## config.mk

```make
export PLATFORM = sky130hd
export DESIGN_NAME = histogram_derivative_stream_flat
export DESIGN_NICKNAME = d
export VERILOG_FILES = /design/src/rtl/histogram_derivative_stream_if.sv /design/src/rtl/histogram_derivative_stream.sv /design/src/flat_wrapper.sv
export SDC_FILE = /design/constraint.sdc
export NUM_CORES = 1
export LEC_CHECK = 0
export CORE_ASPECT_RATIO = 0.75
export CORE_MARGIN = 1
export CORE_UTILIZATION = 25
export CTS_BUF_LIST = sky130_fd_sc_hd__clkbuf_4
export CTS_CLUSTER_DIAMETER = 120
export DETAILED_ROUTE_END_ITERATION = 8
export HOLD_SLACK_MARGIN = 0.12
export SLEW_MARGIN = 30
export SYNTH_ARGS = -nofsm -noshare
export SYNTH_HDL_FRONTEND = slang
export SYNTH_SLANG_ARGS = --single-unit
```

## constraint.sdc

```tcl
create_clock -name i_clk -period 11 [get_ports i_clk]
set_input_delay 2.2 -clock i_clk [delete_from_list [all_inputs] [get_ports i_clk]]
set_output_delay 2.2 -clock i_clk [all_outputs]
set_load 0.01 [all_outputs]
```

## src/rtl/histogram_derivative_stream_if.sv

```systemverilog
// ---------------------------------------------------------------------------
// histogram_derivative_stream_if
//
// Bundles the bin input stream, the derivative output stream and the
// per-frame statistics of histogram_derivative_stream.
//
// Signals:
//   clear        synchronous frame abort (source side)
//   bin          histogram bin value, unsigned (BIN_W)
//   bin_valid    bin is valid
//   bin_ready    block accepts bin
//   deriv        signed first difference (D_W = BIN_W+1)
//   idx          bin index of deriv
//   last         deriv belongs to bin NUM_BINS-1
//   deriv_valid  deriv is valid
//   deriv_ready  downstream accepts deriv
//   max_deriv / max_idx, min_deriv / min_idx   frame extremes
//   stats_valid  one-cycle pulse when the frame extremes update
//   zc_count     falling zero-crossing count (only with HISTDERIV_ZERO_CROSS_EN)
//
// Modports: master = source/sink driving the block, slave = the block itself.
// Optional macro: HISTDERIV_ZERO_CROSS_EN adds zc_count.
// ---------------------------------------------------------------------------
interface histogram_derivative_stream_if #(
    parameter int NUM_BINS = 256,
    parameter int BIN_W    = 16
);
    localparam int IDX_W = $clog2(NUM_BINS);
    localparam int D_W   = BIN_W + 1;

    logic                    clear;
    logic [BIN_W-1:0]        bin;
    logic                    bin_valid;
    logic                    bin_ready;
    logic signed [D_W-1:0]   deriv;
    logic [IDX_W-1:0]        idx;
    logic                    last;
    logic                    deriv_valid;
    logic                    deriv_ready;
    logic signed [D_W-1:0]   max_deriv;
    logic [IDX_W-1:0]        max_idx;
    logic signed [D_W-1:0]   min_deriv;
    logic [IDX_W-1:0]        min_idx;
    logic                    stats_valid;
`ifdef HISTDERIV_ZERO_CROSS_EN
    logic [IDX_W:0]          zc_count;

    modport master (
        output clear, bin, bin_valid, deriv_ready,
        input  bin_ready, deriv, idx, last, deriv_valid,
        input  max_deriv, max_idx, min_deriv, min_idx, stats_valid, zc_count
    );
    modport slave (
        input  clear, bin, bin_valid, deriv_ready,
        output bin_ready, deriv, idx, last, deriv_valid,
        output max_deriv, max_idx, min_deriv, min_idx, stats_valid, zc_count
    );
`else
    modport master (
        output clear, bin, bin_valid, deriv_ready,
        input  bin_ready, deriv, idx, last, deriv_valid,
        input  max_deriv, max_idx, min_deriv, min_idx, stats_valid
    );
    modport slave (
        input  clear, bin, bin_valid, deriv_ready,
        output bin_ready, deriv, idx, last, deriv_valid,
        output max_deriv, max_idx, min_deriv, min_idx, stats_valid
    );
`endif
endinterface

```

## src/rtl/histogram_derivative_stream.sv

```systemverilog
// ---------------------------------------------------------------------------
// histogram_derivative_stream
//
// Streaming first-difference of a histogram. Bins arrive one per beat; each
// accepted bin k produces deriv = bin[k] - bin[k-1] (bin 0 -> 0) one cycle
// later through a single output register with pass-through backpressure.
// Over each frame of NUM_BINS bins the largest rising and falling edges
// (bins 1..N-1) are tracked and published in a one-cycle stats state after
// the final beat.
//
// Ports:
//   i_clk    clock
//   i_rst_n  synchronous active-low reset (clears outputs, stats, counter)
//   bus      histogram_derivative_stream_if.slave (see interface header)
//
// Parameters: NUM_BINS (>= 2), BIN_W. IDX_W and D_W are derived.
// Optional macro: HISTDERIV_ZERO_CROSS_EN adds a falling zero-crossing
// (peak) counter published as bus.zc_count alongside the stats.
// ---------------------------------------------------------------------------
module histogram_derivative_stream #(
    parameter int NUM_BINS = 256,
    parameter int BIN_W    = 16
) (
    input  logic                          i_clk,
    input  logic                          i_rst_n,
    histogram_derivative_stream_if.slave  bus
);
    localparam int IDX_W = $clog2(NUM_BINS);
    localparam int D_W   = BIN_W + 1;
    localparam logic [IDX_W-1:0] LAST_IDX = IDX_W'(NUM_BINS - 1);
    localparam logic [IDX_W-1:0] ONE_IDX  = IDX_W'(1);

    typedef enum logic [1:0] {
        S_FIRST = 2'd0,
        S_RUN   = 2'd1,
        S_STATS = 2'd2
    } state_t;

    // Zero-extend both operands so the difference of two unsigned bins
    // always fits in BIN_W+1 signed bits; no saturation is ever needed.
    function automatic logic signed [D_W-1:0] bin_diff(
        input logic [BIN_W-1:0] cur,
        input logic [BIN_W-1:0] prev
    );
        return $signed({1'b0, cur}) - $signed({1'b0, prev});
    endfunction

    state_t                state, state_next;
    logic [IDX_W-1:0]      cnt, cnt_next;

    logic                  ready;
    logic                  accept;
    logic                  first_run;
    logic signed [D_W-1:0] diff;

    logic [BIN_W-1:0]      prev_bin_p0;

    logic signed [D_W-1:0] deriv_p1;
    logic [IDX_W-1:0]      idx_p1;
    logic                  last_p1;
    logic                  vld_p1;

    logic signed [D_W-1:0] run_max;
    logic [IDX_W-1:0]      run_max_idx;
    logic signed [D_W-1:0] run_min;
    logic [IDX_W-1:0]      run_min_idx;

    logic signed [D_W-1:0] max_deriv_q;
    logic [IDX_W-1:0]      max_idx_q;
    logic signed [D_W-1:0] min_deriv_q;
    logic [IDX_W-1:0]      min_idx_q;
    logic                  stats_vld;

`ifdef HISTDERIV_ZERO_CROSS_EN
    logic                  pos_pend;
    logic [IDX_W:0]        zc_run;
    logic [IDX_W:0]        zc_q;
`endif

    // Ready depends only on registered state and the downstream ready, never
    // on bin_valid. Gating with reset keeps the source from seeing an accept
    // while the block is held in reset.
    assign ready     = i_rst_n & (state != S_STATS) & (~vld_p1 | bus.deriv_ready);
    assign accept    = bus.bin_valid & ready & ~bus.clear;
    assign first_run = (cnt == ONE_IDX);
    assign diff      = bin_diff(bus.bin, prev_bin_p0);

    // ---- FSM state register ----
    always_ff @(posedge i_clk) begin
        if (!i_rst_n) begin
            state <= S_FIRST;
            cnt   <= '0;
        end else begin
            state <= state_next;
            cnt   <= cnt_next;
        end
    end

    // ---- FSM next state / bin counter ----
    always_comb begin
        state_next = state;
        cnt_next   = cnt;
        if (bus.clear) begin
            state_next = S_FIRST;
            cnt_next   = '0;
        end else begin
            unique case (state)
                S_FIRST: begin
                    if (accept) begin
                        state_next = S_RUN;
                        cnt_next   = ONE_IDX;
                    end
                end
                S_RUN: begin
                    if (accept) begin
                        if (cnt == LAST_IDX) begin
                            state_next = S_STATS;
                            cnt_next   = '0;
                        end else begin
                            cnt_next = cnt + ONE_IDX;
                        end
                    end
                end
                S_STATS: begin
                    state_next = S_FIRST;
                    cnt_next   = '0;
                end
                default: begin
                    state_next = S_FIRST;
                    cnt_next   = '0;
                end
            endcase
        end
    end

    // ---- p0 -> p1: derivative output register, running and published stats ----
    always_ff @(posedge i_clk) begin
        if (!i_rst_n) begin
            prev_bin_p0 <= '0;
            deriv_p1    <= '0;
            idx_p1      <= '0;
            last_p1     <= 1'b0;
            vld_p1      <= 1'b0;
            run_max     <= '0;
            run_max_idx <= '0;
            run_min     <= '0;
            run_min_idx <= '0;
            max_deriv_q <= '0;
            max_idx_q   <= '0;
            min_deriv_q <= '0;
            min_idx_q   <= '0;
            stats_vld   <= 1'b0;
        end else begin
            stats_vld <= 1'b0;
            if (bus.clear) begin
                // Abort the frame: drop any pending output and the running
                // extremes, but leave the published stats alone.
                vld_p1      <= 1'b0;
                last_p1     <= 1'b0;
                run_max     <= '0;
                run_max_idx <= '0;
                run_min     <= '0;
                run_min_idx <= '0;
            end else begin
                if (accept) begin
                    vld_p1      <= 1'b1;
                    idx_p1      <= cnt;
                    prev_bin_p0 <= bus.bin;
                    if (state == S_FIRST) begin
                        deriv_p1 <= '0;
                        last_p1  <= 1'b0;
                    end else begin
                        deriv_p1 <= diff;
                        last_p1  <= (cnt == LAST_IDX);
                        // Strict compares: on ties the earliest index is kept.
                        if (first_run || (diff > run_max)) begin
                            run_max     <= diff;
                            run_max_idx <= cnt;
                        end
                        if (first_run || (diff < run_min)) begin
                            run_min     <= diff;
                            run_min_idx <= cnt;
                        end
                    end
                end else if (bus.deriv_ready) begin
                    vld_p1 <= 1'b0;
                end

                if (state == S_STATS) begin
                    max_deriv_q <= run_max;
                    max_idx_q   <= run_max_idx;
                    min_deriv_q <= run_min;
                    min_idx_q   <= run_min_idx;
                    stats_vld   <= 1'b1;
                end
            end
        end
    end

`ifdef HISTDERIV_ZERO_CROSS_EN
    // ---- p0 -> p1: falling zero-crossing counter ----
    // pos_pend remembers that the most recent non-zero derivative was
    // positive; a following negative derivative closes one peak.
    always_ff @(posedge i_clk) begin
        if (!i_rst_n) begin
            pos_pend <= 1'b0;
            zc_run   <= '0;
            zc_q     <= '0;
        end else if (bus.clear) begin
            pos_pend <= 1'b0;
            zc_run   <= '0;
        end else begin
            if (accept) begin
                if (state == S_FIRST) begin
                    pos_pend <= 1'b0;
                    zc_run   <= '0;
                end else if (diff > 0) begin
                    pos_pend <= 1'b1;
                end else if (diff < 0) begin
                    if (pos_pend) begin
                        zc_run <= zc_run + 1'b1;
                    end
                    pos_pend <= 1'b0;
                end
            end
            if (state == S_STATS) begin
                zc_q <= zc_run;
            end
        end
    end

    assign bus.zc_count = zc_q;
`endif

    assign bus.bin_ready   = ready;
    assign bus.deriv       = deriv_p1;
    assign bus.idx         = idx_p1;
    assign bus.last        = last_p1;
    assign bus.deriv_valid = vld_p1;
    assign bus.max_deriv   = max_deriv_q;
    assign bus.max_idx     = max_idx_q;
    assign bus.min_deriv   = min_deriv_q;
    assign bus.min_idx     = min_idx_q;
    assign bus.stats_valid = stats_vld;

endmodule

```

## src/flat_wrapper.sv

```systemverilog
// flat-port wrapper written by rule: the top's interface ports become plain ports
module histogram_derivative_stream_flat 
#(
    parameter int NUM_BINS = 256,
    parameter int BIN_W    = 16
)
  (i_clk, i_rst_n, bus_clear, bus_bin, bus_bin_valid, bus_deriv_ready, bus_bin_ready, bus_deriv, bus_idx, bus_last, bus_deriv_valid, bus_max_deriv, bus_max_idx, bus_min_deriv, bus_min_idx, bus_stats_valid);
  histogram_derivative_stream_if #(.NUM_BINS(NUM_BINS), .BIN_W(BIN_W)) bus_i ();
  input  logic i_clk;
  input  logic i_rst_n;
  input wire logic [$bits(bus_i.clear)-1:0] bus_clear;
  input wire logic [$bits(bus_i.bin)-1:0] bus_bin;
  input wire logic [$bits(bus_i.bin_valid)-1:0] bus_bin_valid;
  input wire logic [$bits(bus_i.deriv_ready)-1:0] bus_deriv_ready;
  output wire logic [$bits(bus_i.bin_ready)-1:0] bus_bin_ready;
  output wire logic [$bits(bus_i.deriv)-1:0] bus_deriv;
  output wire logic [$bits(bus_i.idx)-1:0] bus_idx;
  output wire logic [$bits(bus_i.last)-1:0] bus_last;
  output wire logic [$bits(bus_i.deriv_valid)-1:0] bus_deriv_valid;
  output wire logic [$bits(bus_i.max_deriv)-1:0] bus_max_deriv;
  output wire logic [$bits(bus_i.max_idx)-1:0] bus_max_idx;
  output wire logic [$bits(bus_i.min_deriv)-1:0] bus_min_deriv;
  output wire logic [$bits(bus_i.min_idx)-1:0] bus_min_idx;
  output wire logic [$bits(bus_i.stats_valid)-1:0] bus_stats_valid;
  assign bus_i.clear = bus_clear;
  assign bus_i.bin = bus_bin;
  assign bus_i.bin_valid = bus_bin_valid;
  assign bus_i.deriv_ready = bus_deriv_ready;
  assign bus_bin_ready = bus_i.bin_ready;
  assign bus_deriv = bus_i.deriv;
  assign bus_idx = bus_i.idx;
  assign bus_last = bus_i.last;
  assign bus_deriv_valid = bus_i.deriv_valid;
  assign bus_max_deriv = bus_i.max_deriv;
  assign bus_max_idx = bus_i.max_idx;
  assign bus_min_deriv = bus_i.min_deriv;
  assign bus_min_idx = bus_i.min_idx;
  assign bus_stats_valid = bus_i.stats_valid;
  histogram_derivative_stream #(.NUM_BINS(NUM_BINS), .BIN_W(BIN_W)) u_core (.i_clk(i_clk), .i_rst_n(i_rst_n), .bus(bus_i));
endmodule
```

==> flow_summary.toml, run 1 <==
[status]
status = "complete, no violations"

[final_layout]
area_growth_pct = 21.4
drive_above_1_share_pct = 5.25
finalNetCount = 1032
antennaDiodeCount = 0

[pwr]
p_seq_share_pct = 51.7
total_leakage_power_nw = 3.08
power.total_mw = 1.09
power_density_mw_per_mm2 = 120
swShare_pct = 28.9
switching_power_mw = 0.314
peakVddDrop_uv = 62.6
power.share.clock_pct = 33.5
combPwrFrac_pct = 14.8
p_int_mw = 0.773

[timing]
period_share_pct = 60.8
finalHoldViolCount = 0
post-route-min-period_ns = 6.69
timing.final.max_slew_violations = 0
rsz0062_at_grt = "false"
fin_worst_skew_ns = 0.0172
setup_tns_ns = 0
setup_viol_count_final = 0
worst_pin_slew_ns = 0.871
slew-limit-headroom_pct = 41.9
fmaxAchievable_mhz = 149

[worst_setup_path]
reg2reg_from = "u_core.prev_bin_p0[0]$_SDFFE_PN0P_"
r2r_slack_ns = 6.04
slowest_stage = "mux2i_2"
path_max_fanout = 18
startpoint = "bus_bin[0]"
start_kind = "primary input"
cp-endpoint = "u_core.run_min[1]$_SDFFE_PP0P_"
r2r_end = "u_core.run_min[1]$_SDFFE_PP0P_"
crit_type = "primary input to register"
critPathRequiredTime_ns = 11.50
crit_chain = "clkdlybuf4s50_1 -> inv_1 -> ha_1 -> inv_1 -> fa_1 -> a211oi_1 -> o211ai_1 -> a41oi_2 -> o31ai_1 -> a21oi_1 -> ha_1 -> nand3_1 -> nor3_1 -> nand4_1 -> o211ai_2 -> mux2i_2 -> buf_4 -> o21ai_1 -> a21oi_1"
rr_worst_depth = 17
crit_arrival_ns = 7.20
slowest_delay_ns = 0.56
worst_setup_path_end_kind = "register"

[hold_path]
hold_path_depth = 2
min_from = "u_core.run_max_idx[7]$_SDFFE_PP0P_"
min_path_type = "register to register"

[floorplanning]
dieArea_mm2 = 0.0304
chipWidth_um = 201
row_count = 54
die_h_um = 151
start_util_pct = 25.5
io_pins = 100
coreArea_mm2 = 0.0291

[grt]
grt_usage_pct = 14.0
gr-total-overflow = 0
grt_max_degree = 97
use_met3_pct = 3.66
grt_pass1_vias = 6129
global_route.usage.met1_pct = 19.5
grt-busiest-layer = "met2"
use_met2_pct = 21.4
grt_pass1_wl_mm = 33.5
antenna_found_initial = 0

[clocking]
clk_pin_slew_ns = 0.13
clock_path_buffers = 2
clock_latency_ns = 0.58
cts_buffers = 17
cts_tree = "yes"
cts_post_setup_buffers_inserted = 0
postCtsHoldBufs = 0
cts_resized = 0
clock_sinks = 154
htreeDepth = 4
cts-root-buf = "clkbuf_4"

[drt]
ant_nets = 0
via_per_inst = 4.61
firstDrtPassIters = 5
wirelength_mm = 20.6
routedWlPerCell_um = 15.1
drc = 0
drt-initial-drc-count = 392
vias = 6281

[logic_synthesis]
synth_top_area_cell = "dfxtp_1"
synth_flop_cell = "dfxtp_1"
ys_ff_latch = 154
avgSynthCellArea_um2 = 8.39
yosysTopAreaCellShare_pct = 41.5
synth.area.top_cells = "dfxtp_1 (41%), nand2_1 (8.6%), ha_1 (8.6%)"
yosysSeqAreaShare_pct = 41.5
ys_types = 60
synth_edf_count = 0
syn_inst = 886
synth_nets = 959
async_flop_share_pct = 0
syn_area_mm2 = 0.00743
ys.warnings.count = 0

[place]
routabilityCongestion = 0.836
portBuffers = 99
dp_hpwl_mm = 14.4

[flow_run]
drv_cap = 0
## cell families (layout without fill, tap and decap cells)
group | count (synthesis) | after routing | share of synthesized area (%)
and+or+nand+nor | 306 | 306 | 18.0
AOI/OAI and AO/OA | 226 | 226 | 20.3
DFF | 154 | 154 | 41.5
buffers and inverters | 109 | 194 | 6.30
adders and majority gates | 52 | 52 | 8.86
muxes | 24 | 24 | 3.30
xor gates and xnor gates | 15 | 15 | 1.77
## through the flow
step           utilization [%]  std cells  cell area, µm²  setup WS [ns]  hold WS (ns)
2_1_floorplan                -        886            7430           5.37         0.430
3_3_place_gp              29.9       1331            8710           3.75         0.442
3_5_place_dp              30.0       1332            8740           3.77         0.448
4_1_cts                   31.0       1363            9020           4.41         0.452
5_1_grt                   31.0       1363            9020           4.04         0.481
6_report                  31.0       1363            9020           4.31         0.458
## worst max-delay path, delay by kind of cell
kind / cells / cell delay (ns)
compound gates: 8 / 1.95
simple gates: 3 / 0.66
fa+ha+maj: 3 / 0.90
mux: 1 / 0.56
buf+inv: 4 / 0.91
## synthesized netlist by cell type, types with 3 or more instances
| master | number |
|---|---|
| a31oi_1 | 3 |
| mux2i_1 | 22 |
| xor2_1 | 7 |
| o21a_1 | 5 |
| buf_6 | 3 |
| clkbuf_1 | 38 |
| nor2b_1 | 19 |
| o21ai_1 | 31 |
| a21boi_1 | 40 |
| o21ai_0 | 13 |
| a21boi_0 | 34 |
| o31ai_1 | 3 |
| a211oi_2 | 3 |
| and2_1 | 3 |
| a211oi_1 | 4 |
| nand2_1 | 171 |
| inv_1 | 57 |
| buf_2 | 5 |
| and3_1 | 5 |
| nand2b_1 | 3 |
| o2111ai_1 | 3 |
| nor2_1 | 50 |
| a22oi_1 | 16 |
| nor3_1 | 6 |
| a21o_1 | 6 |
| ha_1 | 51 |
| nand3_1 | 32 |
| xnor2_1 | 8 |
| a21oi_1 | 49 |
| nand4_1 | 5 |
| o211ai_1 | 4 |
| dfxtp_1 | 154 |
## flip-flops by register name, indices dropped and copies added (netlist names)
name and count:
u_core.bus.max_deriv 17, u_core.prev_bin_p0 16, u_core.bus.max_idx 8, u_core.bus.last 1, u_core.bus.idx 8, u_core.bus.min_idx 8
u_core.run_max_idx 8, u_core.run_min_idx 8, u_core.run_max 17, u_core.state 2, u_core.bus.deriv 17, u_core.bus.deriv_valid 1
u_core.cnt 8, u_core.run_min 17, u_core.bus.min_deriv 17, u_core.bus.stats_valid 1
## area by class of cell
cell class | count | area (µm²)
timing repair buffer | 106 | 1060
tap | 392 | 490
clock inverter | 14 | 155
sequential | 154 | 3080
inverter | 57 | 214
clock buffer | 17 | 128
multi-input combinational | 623 | 3890
fill | 3087 | 20100
## power groups by stage
| stage | clock network (mW) | logic [mW] | registers (mW) |
|---|---|---|---|
| global placement | 0 | 0.158 | 0.574 |
| detailed placement | 0 | 0.160 | 0.574 |
| global route | 0.405 | 0.181 | 0.563 |
| finish | 0.364 | 0.161 | 0.562 |
| CTS | 0.379 | 0.160 | 0.562 |
| floorplan | 0 | 0.113 | 0.574 |
## layer usage
layer  part of all wire (%)  wire length, µm  vias up
met5                      0                0        -
met4                   0.81              167        0
met3                    5.1             1050       14
met2                     43             8910      138
met1                     51            10500     2977
li1                       -                -     3152
## layout by cell type, fill, tap and decap left out, types with 8 or more instances in the layout
cell             count
inv_1               57
nand3_1             32
o21ai_1             31
a21oi_1             49
o21ai_0             13
a21boi_1            40
mux2i_1             22
dfxtp_1            154
xnor2_1              8
clkdlybuf4s50_1     98
ha_1                51
a21boi_0            34
nor2_1              49
clkbuf_4            17
nor2b_1             19
a22oi_1             16
nand2_1            170
## worst min-delay path by stage
stage	slack, ns	endpoint
global route	0.48	u_core.bus.max_idx[7]$_SDFFE_PN0P_
global placement	0.44	u_core.prev_bin_p0[4]$_SDFFE_PN0P_
detailed placement	0.45	u_core.prev_bin_p0[5]$_SDFFE_PN0P_
CTS	0.45	u_core.bus.max_idx[7]$_SDFFE_PN0P_
finish	0.46	u_core.bus.max_idx[7]$_SDFFE_PN0P_
floorplan	0.43	u_core.bus.max_idx[0]$_SDFFE_PN0P_
Note: power is estimated with default switching activity, not from simulation.
==> inputs of run 2 (changes only) <==
Clock period 11 ns to 6.17 ns, I/O delays scaled along.
==> run 2 against run 1 <==
Flip-flop and latch count unchanged. Register-to-register slack got worse by 4.2 ns. Combinational power increased by 83%. Non-clock buffer count increased by 6. Global-route usage decreased by 0.074 points. Clock skew increased by 0.018 ns. Die area unchanged. Utilization increased by 0.16 points. Largest cell class unchanged. Highest routed layer unchanged. Cell area increased by 0.51%. Worst setup slack got worse by 3.2 ns.
==> flow_summary.toml, run 2 (synthesis gave the netlist of run 1 again) <==
[status]
status = "complete, no violations"

[final_layout]
area_growth_pct = 22.1
nFillCells = 3128
drive_above_1_share_pct = 6.04
antennaDiodeCount = 0
layout_commonest_cell = "nand2_1"
finalNetCount = 1038
utilization_pct = 31.1
layout_common_cells = "nand2_1 (171), dfxtp_1 (154), clkdlybuf4s50_1 (98)"

[clocking]
clk_pin_slew_ns = 0.14
cts-root-buf = "clkbuf_4"
clock_latency_ns = 0.57
cts_post_setup_buffers_inserted = 0
clock_sinks = 154
cts_tree = "yes"
cts_resized = 0
postCtsHoldBufs = 0
htreeDepth = 4
cts_buffers = 17
clock_path_buffers = 2

[timing]
setup_tns_ns = 0
period_share_pct = 82.1
post-route-min-period_ns = 5.07
fin_worst_skew_ns = 0.0351
fmaxAchievable_mhz = 197
setup_viol_count_final = 0
slew-limit-headroom_pct = 33.6
timing.final.max_slew_violations = 0
finalHoldViolCount = 0
worst_pin_slew_ns = 0.994
rsz0062_at_grt = "false"

[pwr]
power_density_mw_per_mm2 = 213
p_int_mw = 1.35
combPwrFrac_pct = 15.2
p_seq_share_pct = 51.9
switching_power_mw = 0.580
power.share.clock_pct = 32.9
peakVddDrop_uv = 96.8
swShare_pct = 30.0
total_leakage_power_nw = 3.12

[grt]
grt_pass1_vias = 5997
grt_usage_pct = 13.9
antenna_found_initial = 0
gr-total-overflow = 0
grt_pass1_wl_mm = 33.2
grt_max_degree = 87

[worst_setup_path]
slowest_delay_ns = 0.61
path_max_fanout = 25
critPathTopFamily = "compound AO/OA/AOI/OAI gates"
crit_chain = "clkdlybuf4s50_1 -> inv_1 -> ha_1 -> inv_1 -> fa_1 -> a211oi_1 -> nor2_1 -> o21a_1 -> o41ai_1 -> xnor2_1 -> ha_1 -> and2_0 -> a221o_1 -> nand2_1 -> o211ai_2 -> mux2_2 -> nand3_1 -> a21oi_1"
critPathRequiredTime_ns = 6.65
start_kind = "primary input"
crit_arrival_ns = 5.55
slowest_stage = "mux2_2"
crit_type = "primary input to register"
cp.buffers_inverters = 3
worst_setup_path_end_kind = "register"

[drt]
drc = 0
via_per_inst = 4.59
firstDrtPassIters = 6
drt-initial-drc-count = 365
wirelength_mm = 20.5
routedWlPerCell_um = 15.0
vias = 6281
ant_nets = 0

[floorplanning]
io_pins = 100
dieArea_mm2 = 0.0304
chipWidth_um = 201
start_util_pct = 25.5
die_h_um = 151
row_count = 54
coreArea_mm2 = 0.0291

[hold_path]
min_path_type = "register to register"

[place]
dp_hpwl_mm = 14.4
routabilityCongestion = 0.821
portBuffers = 99

[flow_run]
drv_cap = 0
-- run 2: cell count changes in the layout (fill, tap and decap cells not counted), sizes merged --
cell and change:
buf +6, bufinv -1, clkinvlp -1, inv +2
-- run 2: worst paths after layout --
path | from | end | slack (ns) | cells past startpoint
worst max register to register | u_core.prev_bin_p0[0]$_SDFFE_PN0P_ | u_core.run_min[0]$_SDFFE_PP0P_ | 1.88 | 16
worst min register to register | u_core.run_max[15]$_SDFFE_PP0P_ | u_core.bus.max_deriv[15]$_SDFFE_PN0P_ | 0.46 | 2
worst max-delay path | bus_bin[0] | u_core.run_min[0]$_SDFFE_PP0P_ | 1.10 | 18
worst min-delay path | u_core.run_max[15]$_SDFFE_PP0P_ | u_core.bus.max_deriv[15]$_SDFFE_PN0P_ | 0.46 | 2
-- run 2: area by class of cell --
| cell class | count | area, µm² | share of cell area, % |
|---|---|---|---|
| clock inverters | 14 | 146 | 1.61 |
| multi-input cells | 623 | 3890 | 42.9 |
| inverters | 57 | 214 | 2.36 |
| repair buffers | 112 | 1120 | 12.3 |
| clock buffers | 17 | 128 | 1.41 |
| flip-flops and latches | 154 | 3080 | 34.0 |
| well taps | 392 | 490 | 5.41 |
-- run 2: routing by layer --
| metal | vias up | global-route usage, % | wire length (µm) | part of all wire [%] |
|---|---|---|---|---|
| met5 | - | 0 | 0 | 0 |
| met4 | 0 | 3.59 | 162 | 0.79 |
| met3 | 13 | 3.18 | 1140 | 5.5 |
| met2 | 139 | 21.0 | 8820 | 43 |
| met1 | 2958 | 19.7 | 10400 | 51 |
| li1 | 3171 | - | - | - |
-- run 2: per-stage QoR --
step                      cell area, µm²  hold WS, ns  instances  setup slack, ns  power [mW]
after floorplan                     7430        0.430        886             1.51        1.23
after global placement              8760        0.441       1337            0.639        1.31
after detailed placement            8790        0.444       1338            0.576        1.32
after CTS                           9070        0.456       1369             1.17        1.95
after global routing                9070        0.461       1369            0.768        2.04
final                               9070        0.457       1369             1.10        1.93
-- run 2: worst reg2reg max path: stages (launching register included) --
cell	delay (ns)
dfxtp_1	0.37
ha_1	0.17
inv_1	0.06
fa_1	0.45
a211oi_1	0.31
nor2_1	0.12
o21a_1	0.19
o41ai_1	0.31
xnor2_1	0.30
ha_1	0.33
and2_0	0.18
a221o_1	0.30
nand2_1	0.08
o211ai_2	0.12
mux2_2	0.61
nand3_1	0.15
a21oi_1	0.16
-- run 2: power by group through the flow --
stage	Combinational, mW	Clock (mW)	Sequential, mW
4_1_cts	0.294	0.658	1.00
5_1_grt	0.331	0.704	1.00
2_1_floorplan	0.202	0	1.02
6_report	0.294	0.636	1.00
3_5_place_dp	0.293	0	1.02
3_3_place_gp	0.290	0	1.02
